--- src/rtl/conv_pkg.sv ---
// Shared definitions for the 3x3 convolution engine: state encoding and
// datapath widths for the 128x128 8-bit image path.
package conv_pkg;

  localparam int IMG_BITS   = 7;
  localparam int LAST_COORD = 127;
  localparam int ACC_W      = 22;
  localparam int PIX_W      = 8;
  localparam int W_W        = 8;

  typedef enum logic [3:0] {
    S_IDLE  = 4'd0,
    S_REQ   = 4'd1,
    S_WAIT  = 4'd2,
    S_MAC   = 4'd3,
    S_WRITE = 4'd4,
    S_DONE  = 4'd5
  } state_t;

endpackage

--- src/rtl/conv3x3_mac.sv ---
// Combinational 9-tap signed multiply-accumulate plus bias.
// Tap (8-k) pairs with weight k, so tap 8 (top-left) meets w[0].
module conv3x3_mac
  import conv_pkg::*;
(
  input  logic [9*PIX_W-1:0]       taps_i,
  input  logic [9*W_W-1:0]         weights_i,
  input  logic [15:0]              bias_i,
  output logic signed [ACC_W-1:0]  sum_o
);

  logic signed [PIX_W:0]       pix;
  logic signed [W_W-1:0]       wt;
  logic signed [PIX_W+W_W:0]   prod;
  logic signed [ACC_W-1:0]     acc;

  // Sum of unsigned pixels times signed weights, seeded with the bias.
  always_comb begin
    pix  = '0;
    wt   = '0;
    prod = '0;
    acc  = ACC_W'(signed'(bias_i));
    for (int k = 0; k < 9; k++) begin
      pix  = signed'({1'b0, taps_i[PIX_W*(8-k) +: PIX_W]});
      wt   = signed'(weights_i[W_W*k +: W_W]);
      prod = pix * wt;
      acc  = acc + ACC_W'(prod);
    end
    sum_o = acc;
  end

endmodule

--- src/rtl/conv3x3_engine.sv ---
// Raster-scan 3x3 convolution: requests one padded window per output pixel
// from the window fetcher, applies kernel+bias, ReLU, shift and saturation,
// and writes one 8-bit result per pixel.
//
// state   | meaning
// IDLE    | waiting for go; kernel and bias latched on go
// REQ     | one-cycle fetch_start for pixel {y,x}
// WAIT    | waiting for fetch_finish; taps captured on it
// MAC     | accumulator loaded with bias + weighted taps
// WRITE   | one-cycle o_we with post-processed result, advance x/y
// DONE    | one-cycle end-of-frame pulse
module conv3x3_engine #(
  parameter int SHIFT    = 4,
  parameter int IMG_BITS = 7
) (
  input  logic                  clk,
  input  logic                  rst,
  input  logic                  go,
  input  logic [71:0]           weights,
  input  logic [15:0]           bias,
  output logic                  fetch_start,
  output logic [2*IMG_BITS-1:0] fetch_addr,
  input  logic                  fetch_finish,
  input  logic [71:0]           win_taps,
  output logic                  o_we,
  output logic [2*IMG_BITS-1:0] o_addr,
  output logic [7:0]            o_data,
  output logic                  busy,
  output logic                  done
);

  import conv_pkg::*;

  state_t                  state_q, state_d;
  logic [IMG_BITS-1:0]     x_q, y_q;
  logic [71:0]             w_q;
  logic [15:0]             b_q;
  logic [71:0]             taps_q;
  logic signed [ACC_W-1:0] acc_q;
  logic signed [ACC_W-1:0] mac_sum;
  logic [2*IMG_BITS-1:0]   o_addr_q;
  logic                    last_px;

  conv3x3_mac u_mac (
    .taps_i    (taps_q),
    .weights_i (w_q),
    .bias_i    (b_q),
    .sum_o     (mac_sum)
  );

  // Negative sums clamp to zero; shifted result saturates at 255.
  function automatic logic [7:0] relu_sat(input logic signed [ACC_W-1:0] a);
    logic signed [ACC_W-1:0] r;
    r = a >>> SHIFT;
    if (a < 0)
      return 8'd0;
    else if (r > ACC_W'(255))
      return 8'hFF;
    else
      return r[7:0];
  endfunction

  assign last_px = (x_q == IMG_BITS'(LAST_COORD)) && (y_q == IMG_BITS'(LAST_COORD));

  // State register.
  always_ff @(posedge clk) begin
    if (rst) state_q <= S_IDLE;
    else     state_q <= state_d;
  end

  // Next-state decode.
  always_comb begin
    state_d = state_q;
    case (state_q)
      S_IDLE:  if (go) state_d = S_REQ;
      S_REQ:   state_d = S_WAIT;
      S_WAIT:  if (fetch_finish) state_d = S_MAC;
      S_MAC:   state_d = S_WRITE;
      S_WRITE: state_d = last_px ? S_DONE : S_REQ;
      S_DONE:  state_d = S_IDLE;
      default: state_d = S_IDLE;
    endcase
  end

  // Datapath registers: kernel capture, taps, accumulator, scan counters.
  always_ff @(posedge clk) begin
    if (rst) begin
      x_q      <= '0;
      y_q      <= '0;
      w_q      <= '0;
      b_q      <= '0;
      taps_q   <= '0;
      acc_q    <= '0;
      o_addr_q <= '0;
    end else begin
      case (state_q)
        S_IDLE: begin
          if (go) begin
            w_q <= weights;
            b_q <= bias;
            x_q <= '0;
            y_q <= '0;
          end
        end
        S_WAIT: begin
          if (fetch_finish) taps_q <= win_taps;
        end
        S_MAC: begin
          acc_q    <= mac_sum;
          o_addr_q <= {y_q, x_q};
        end
        S_WRITE: begin
          if (!last_px) begin
            x_q <= x_q + IMG_BITS'(1);
            if (x_q == IMG_BITS'(LAST_COORD)) y_q <= y_q + IMG_BITS'(1);
          end
        end
        default: ;
      endcase
    end
  end

  assign fetch_start = (state_q == S_REQ);
  assign fetch_addr  = {y_q, x_q};
  assign o_we        = (state_q == S_WRITE);
  assign o_addr      = o_addr_q;
  assign o_data      = relu_sat(acc_q);
  assign busy        = (state_q != S_IDLE);
  assign done        = (state_q == S_DONE);

endmodule
--- config.mk ---
export PLATFORM = sky130hd
export DESIGN_NAME = conv3x3_engine
export DESIGN_NICKNAME = d
export VERILOG_FILES = /design/src/rtl/conv_pkg.sv /design/src/rtl/conv3x3_mac.sv /design/src/rtl/conv3x3_engine.sv
export SDC_FILE = /design/constraint.sdc
export NUM_CORES = 2
export LEC_CHECK = 0
export CORE_MARGIN = 8
export CORE_UTILIZATION = 65
export DETAILED_ROUTE_END_ITERATION = 10
export GPL_TIMING_DRIVEN = 0
export PLACE_DENSITY = 0.87
export SKIP_CTS_REPAIR_TIMING = 1
export SYNTH_ARGS = -nofsm -noshare
export SYNTH_HDL_FRONTEND = slang
export SYNTH_SLANG_ARGS = --single-unit
--- constraint.sdc ---
create_clock -name clk -period 32.8 [get_ports clk]
set_clock_uncertainty 0.05 [all_clocks]
set_input_delay 4.92 -clock clk [delete_from_list [all_inputs] [get_ports clk]]
set_output_delay 4.92 -clock clk [all_outputs]
set_load 0.01 [all_outputs]
* Word-level counts from Yosys, hierarchy flattened
Index checks and enable logic that the tools add are counted.
Storage, ports and cells: logic and storage cells 62, output and inout bits 40, register bits after elaboration 214
Operators by class: order comparisons 2, reductions and logical operators 9, add/sub/neg operators 11, eq/ne operators 11, muxes and demuxes 12, multiply operators 9
Operators by type and width (count):
- adder 22 x 17 -> 22 bit | 7
- multiplier 9 x 8 -> 17 bit | 9
- two-way mux 7 bit | 4
- case mux 7 bit (2 select lines) | 2
- < comparator 22 x 1 -> 1 bit, second input constant | 1
- case mux 4 bit (5 select lines) | 1
- adder 18 x 17 -> 19 bit | 1
- adder 16 x 17 -> 18 bit | 1
- > comparator 18 x 9 -> 1 bit, second input constant | 1
- two-way mux 8 bit | 2
- adder 7 x 1 -> 7 bit, second input constant | 2
- equality test 7 bit, second input constant | 2
- equality test 4 x 2 -> 1 bit, second input constant | 2
- equality test 4 x 3 -> 1 bit, second input constant | 2
- two-way mux 4 bit | 2
- != test 2 bit, second input constant | 3
- AND reduction 2 bit | 3
- equality test 4 x 1 -> 1 bit, second input constant | 1
- logical NOT 4 bit | 1
- AND reduction 4 bit | 1
- nonzero test 4 bit | 1
- two-way mux 3 bit | 1
- AND reduction 3 bit | 1
- != test 2 x 1 -> 1 bit, second input constant | 1
- other kinds (2) | 2

* Longest topological paths before layout
depth in word-level cells 10, gate-level depth with buffers 44, mapped depth without buffers 43

* Cells and area by module
From an unflattened synthesis, not the netlist that was laid out.
Unflattened totals: cells, all modules 3363, area, all modules 29962.5 um2
Modules (own cells, without submodules):
- conv3x3_mac | instances 1, cells an instance 2399, area an instance 22432.8 um2
- conv3x3_engine | instances 1, cells an instance 964, area an instance 7529.7 um2

* Least setup slack after synthesis
No wires, ideal clock.
path type reg2reg, start point register taps_q[61], end point register acc_q[21], setup time 0.130 ns, slack 22.050 ns, cell stages (with the launch flop) 43, period minus slack after synthesis 10.750 ns, data required time 32.620 ns, arrival time 10.570 ns, cell sequence dfxtp_1 clkbuf_1 and2_1 fa_1 inv_1 fa_1 inv_1 fa_1 fa_1 fa_1 inv_1 fa_1 inv_1 ha_1 o21a_1 o31a_1 a21oi_1 fa_1 (+7 left out) fa_1 ha_1 fa_1 inv_1 fa_1 inv_1 fa_1 inv_1 fa_1 inv_1 ha_1 o211ai_1 o21ai_0 o21ai_0 a31o_2 o21ai_1 xnor2_1 o31ai_1
Between the ends: cells in the longest elaborated chain, start to end 9
Ends and longest elaborated chain:
- start, declared | line conv3x3_engine.sv:38 | logic [71:0] taps_q;
- start signal, assigned | line conv3x3_engine.sv:106 | if (fetch_finish) taps_q <= win_taps;
- multiplier 9 x 8 -> 17 bit | line conv3x3_mac.sv:26 | prod = pix * wt;
- adder 18 x 17 -> 19 bit | line conv3x3_mac.sv:27 | acc = acc + ACC_W'(prod);
- adder 22 x 17 -> 22 bit (7 in a row) | line conv3x3_mac.sv:27
- end signal, assigned | line conv3x3_engine.sv:109 | acc_q <= mac_sum;
- end, declared | line conv3x3_engine.sv:39 | logic signed [ACC_W-1:0] acc_q;
Every way passes these cells. A chain may end at the register's enable or synchronous reset.

* Worst setup path in the final report
Ends and elaborated chain as after synthesis.

==> metrics.md <==
| Metric | Value |
|---|---|
| Setup slack, reg-to-reg | 20940 ps |
| Via count | 23400 |
| Hold depth | 2 |
| Core area | 46300 um^2 |
| CTS Buf Count | 24 |
| CP startpoint kind | flip-flop |
| Synthesis Warnings | 0 |
| Post-layout min period | 11860 ps |
| Worst path required time | 33160 ps |
| Die height | 232 um |
| CP max stage delay | 540 ps |
| Vias in the first global route | 25200 |
| Grt ovf | 0 |
| Post-Syn Instances | 3420 |
| Mean post-synth cell area | 8.86 um^2 |
| Ys flop type | dfxtp_1 |
| Post-synth EDFFs | 0 |
| Dpl hpwl | 66.3 mm |
| GRT Overall Usage | 30.1% |
| Deepest clock path buffer count | 3 |
| Final setup TNS | 0 ps |
| Antenna violations before repair | 0 |
| Final setup vio count | 0 |
| TritonCTS clock tree | yes |
| Leak pwr | 16.4 nW |
| Mapped cell area | 30300 um^2 |
| Slew Limit Headroom | 15.0% |
| Worst Path Max Fanout | 9 |
| Proportion of synthesized chip area in sequential cells | 13.8% |
| Final WL | 79.1 mm |
| Nets | 4729 |
| Largest net degree at the start of global routing | 15 |
| Most numerous cell in the Yosys netlist | inv_1 |
| Reg area | 4180 um^2 |
| DR vias/cell | 5.47 |
| Hold crit path type | flip-flop to flip-flop |
| Number of top-level pins | 204 |
| Arrival time worst endpoint | 12220 ps |
| Post-synth cell types | 56 |
| Area share of the leading cell type in the synthesized netlist | 37.9% |
| Synthesized net count | 4498 |
| H-tree level count | 1 |
| Hold_ws | 403 ps |
| IO buf count | 203 |
| CTS sink cnt | 209 |
| Status | finished, final reports clean |
| Worst R2R Path Depth | 42 |
| Post-synthesis register bit count | 209 |
| DRC Markers | 0 |
| Slowest stage cell on the critical path | fa_1 |
| Global-route wire length before repair | 128 mm |
| Final Max Slew Viols | 0 |
| Post-synth ARST share | 0% |
| DIE WIDTH | 232 um |
| Fill count | 3241 |
| Area delta synth->final | 12.2% |
| Worst-path clk slew | 60 ps |
| Final Cycle Share | 36.2% |
| Share of cells above drive strength 1 | 1.74% |
| Post-synth top area cell | fa_1 |
| MaxCap Viol Count | 0 |
| Pwr/cell area | 49.0 nW/um^2 |
| Synth top cells by count | inv_1 (745), nand2_1 (625), fa_1 (574) |
| CP most frequent cell | fa_1 |
| DRT Pass-1 Iters | 6 |
| Ranking of synthesized cells by area | fa_1 (38%), ha_1 (14%), dfxtp_1 (14%) |
| VDD IR-drop max | 0.0000914 V |
| Initial DRC Count | 1657 |
| Initial Util | 65.5% |
| Kind of critical path | flip-flop to flip-flop |
| RePlAce Congestion | 0.976 |
| Die ar. | 53800 um^2 |
| Clock latency at the later pin of the worst-skew pair | 570 ps |
| Row count | 79 |
| DRT antenna net count | 0 |
| Actual slew at the worst max-slew pin | 1270 ps |
| Final Hold Fails | 0 |
| Footprint of the multi-input gates | 22700 um^2 |
| Achievable clock frequency | 84.3 MHz |
| CTS Root Cell | clkbuf_16 |
| RSZ-0062 raised after global routing | no |
| Drt wl/cell | 18.5 um |
| CP Capture Type | flip-flop |
-- final cells by class --
cell class	count	share of cell area (%)
Antenna cell	2	0.0147
Buffer	148	1.69
Clock buffer	29	1.94
Clock inverter	15	0.611
Inverter	746	8.24
Multi-Input combinational cell	2317	66.9
Sequential cell	209	12.3
Tap cell	607	2.23
Timing Repair Buffer	205	6.04
-- sequential cells by signal (all words and copies together) (netlist names) --
| signal | count |
|---|---|
| taps_q | 72 |
| o_addr | 14 |
| b_q | 16 |
| x_q | 7 |
| y_q | 7 |
| state_q | 3 |
| w_q | 72 |
| acc_q | 18 |
-- path summary, 6_finish.rpt --
path,end,startpoint
worst max-delay path,acc_q[21],taps_q[61]
worst min-delay path,o_addr[7],o_addr[7]
worst max register to register,acc_q[21],taps_q[61]
worst min register to register,o_addr[7],o_addr[7]
-- cells by family after synthesis --
kind of cell / after synthesis / share of synthesized area [%]
DFF: 209 / 13.8
and+or+nand+nor: 1052 / 16.1
xor gates and xnor gates: 47 / 1.36
muxes: 1 / 0.0330
buffers and inverters: 894 / 11.1
AOI/OAI and AO/OA: 303 / 5.55
adders and majority gates: 914 / 52.0
-- report_power, final --
group / switching, W / internal [W]
Clock: 0.000118 / 0.000176
Combinational: 0.000645 / 0.000425
Sequential: 0.0000264 / 0.000275
Total: 0.000789 / 0.000876
-- stage by stage --
stage / std cells / util [%] / setup slack, ps / area, um^2 / power, W
global route: 4276 / 73.5 / 20430 / 34000 / 0.00180
detailed placement: 4232 / 71.6 / 21010 / 33100 / 0.00134
floorplan: 3420 / - / 22050 / 30300 / 0.00102
global placement: 4230 / 71.5 / 21170 / 33100 / 0.00131
finish: 4278 / 73.5 / 20940 / 34000 / 0.00166
CTS: 4276 / 73.5 / 20940 / 34000 / 0.00165
-- cells in the final DEF (no fill, tap or decap), types with 5 or more instances in the layout --
cell type        Yosys  routed
nand2_1            625     625
and2_1             273     273
xor2_1              19      19
clkbuf_16            0      24
o21ai_0             15      15
fa_1               574     574
clkbuf_1           134     134
nor2_1              64      64
ha_1               340     340
xnor2_1             28      28
nand4_1              6       6
a21oi_1            227     227
buf_1                9       9
a21o_1              15      15
dfxtp_1            209     209
a211oi_1             5       5
nor3_1               6       5
nand2b_1            38      38
inv_1              745     745
nand3_1              9       9
nor2b_1              8       8
clkdlybuf4s50_1      0     203
o211ai_1             6       6
-- metal layers --
layer	vias up	wire length, um	global-route usage, %
met1	11600	29300	36.4
met3	243	7570	7.93
met4	0	4390	15.1
met5	-	0	0
met2	973	37900	49.4
li1	10600	-	-
-- critical path, delay by kind of cell, from the launching register on --
family / cells / cell delay (ps)
AOI/OAI and AO/OA: 9 / 1830
xor gates and xnor gates: 1 / 160
adders and majority gates: 18 / 8250
buffers and inverters: 13 / 880
DFF: 1 / 300
and+or+nand+nor: 1 / 230
(Power assumes the default switching activity.)
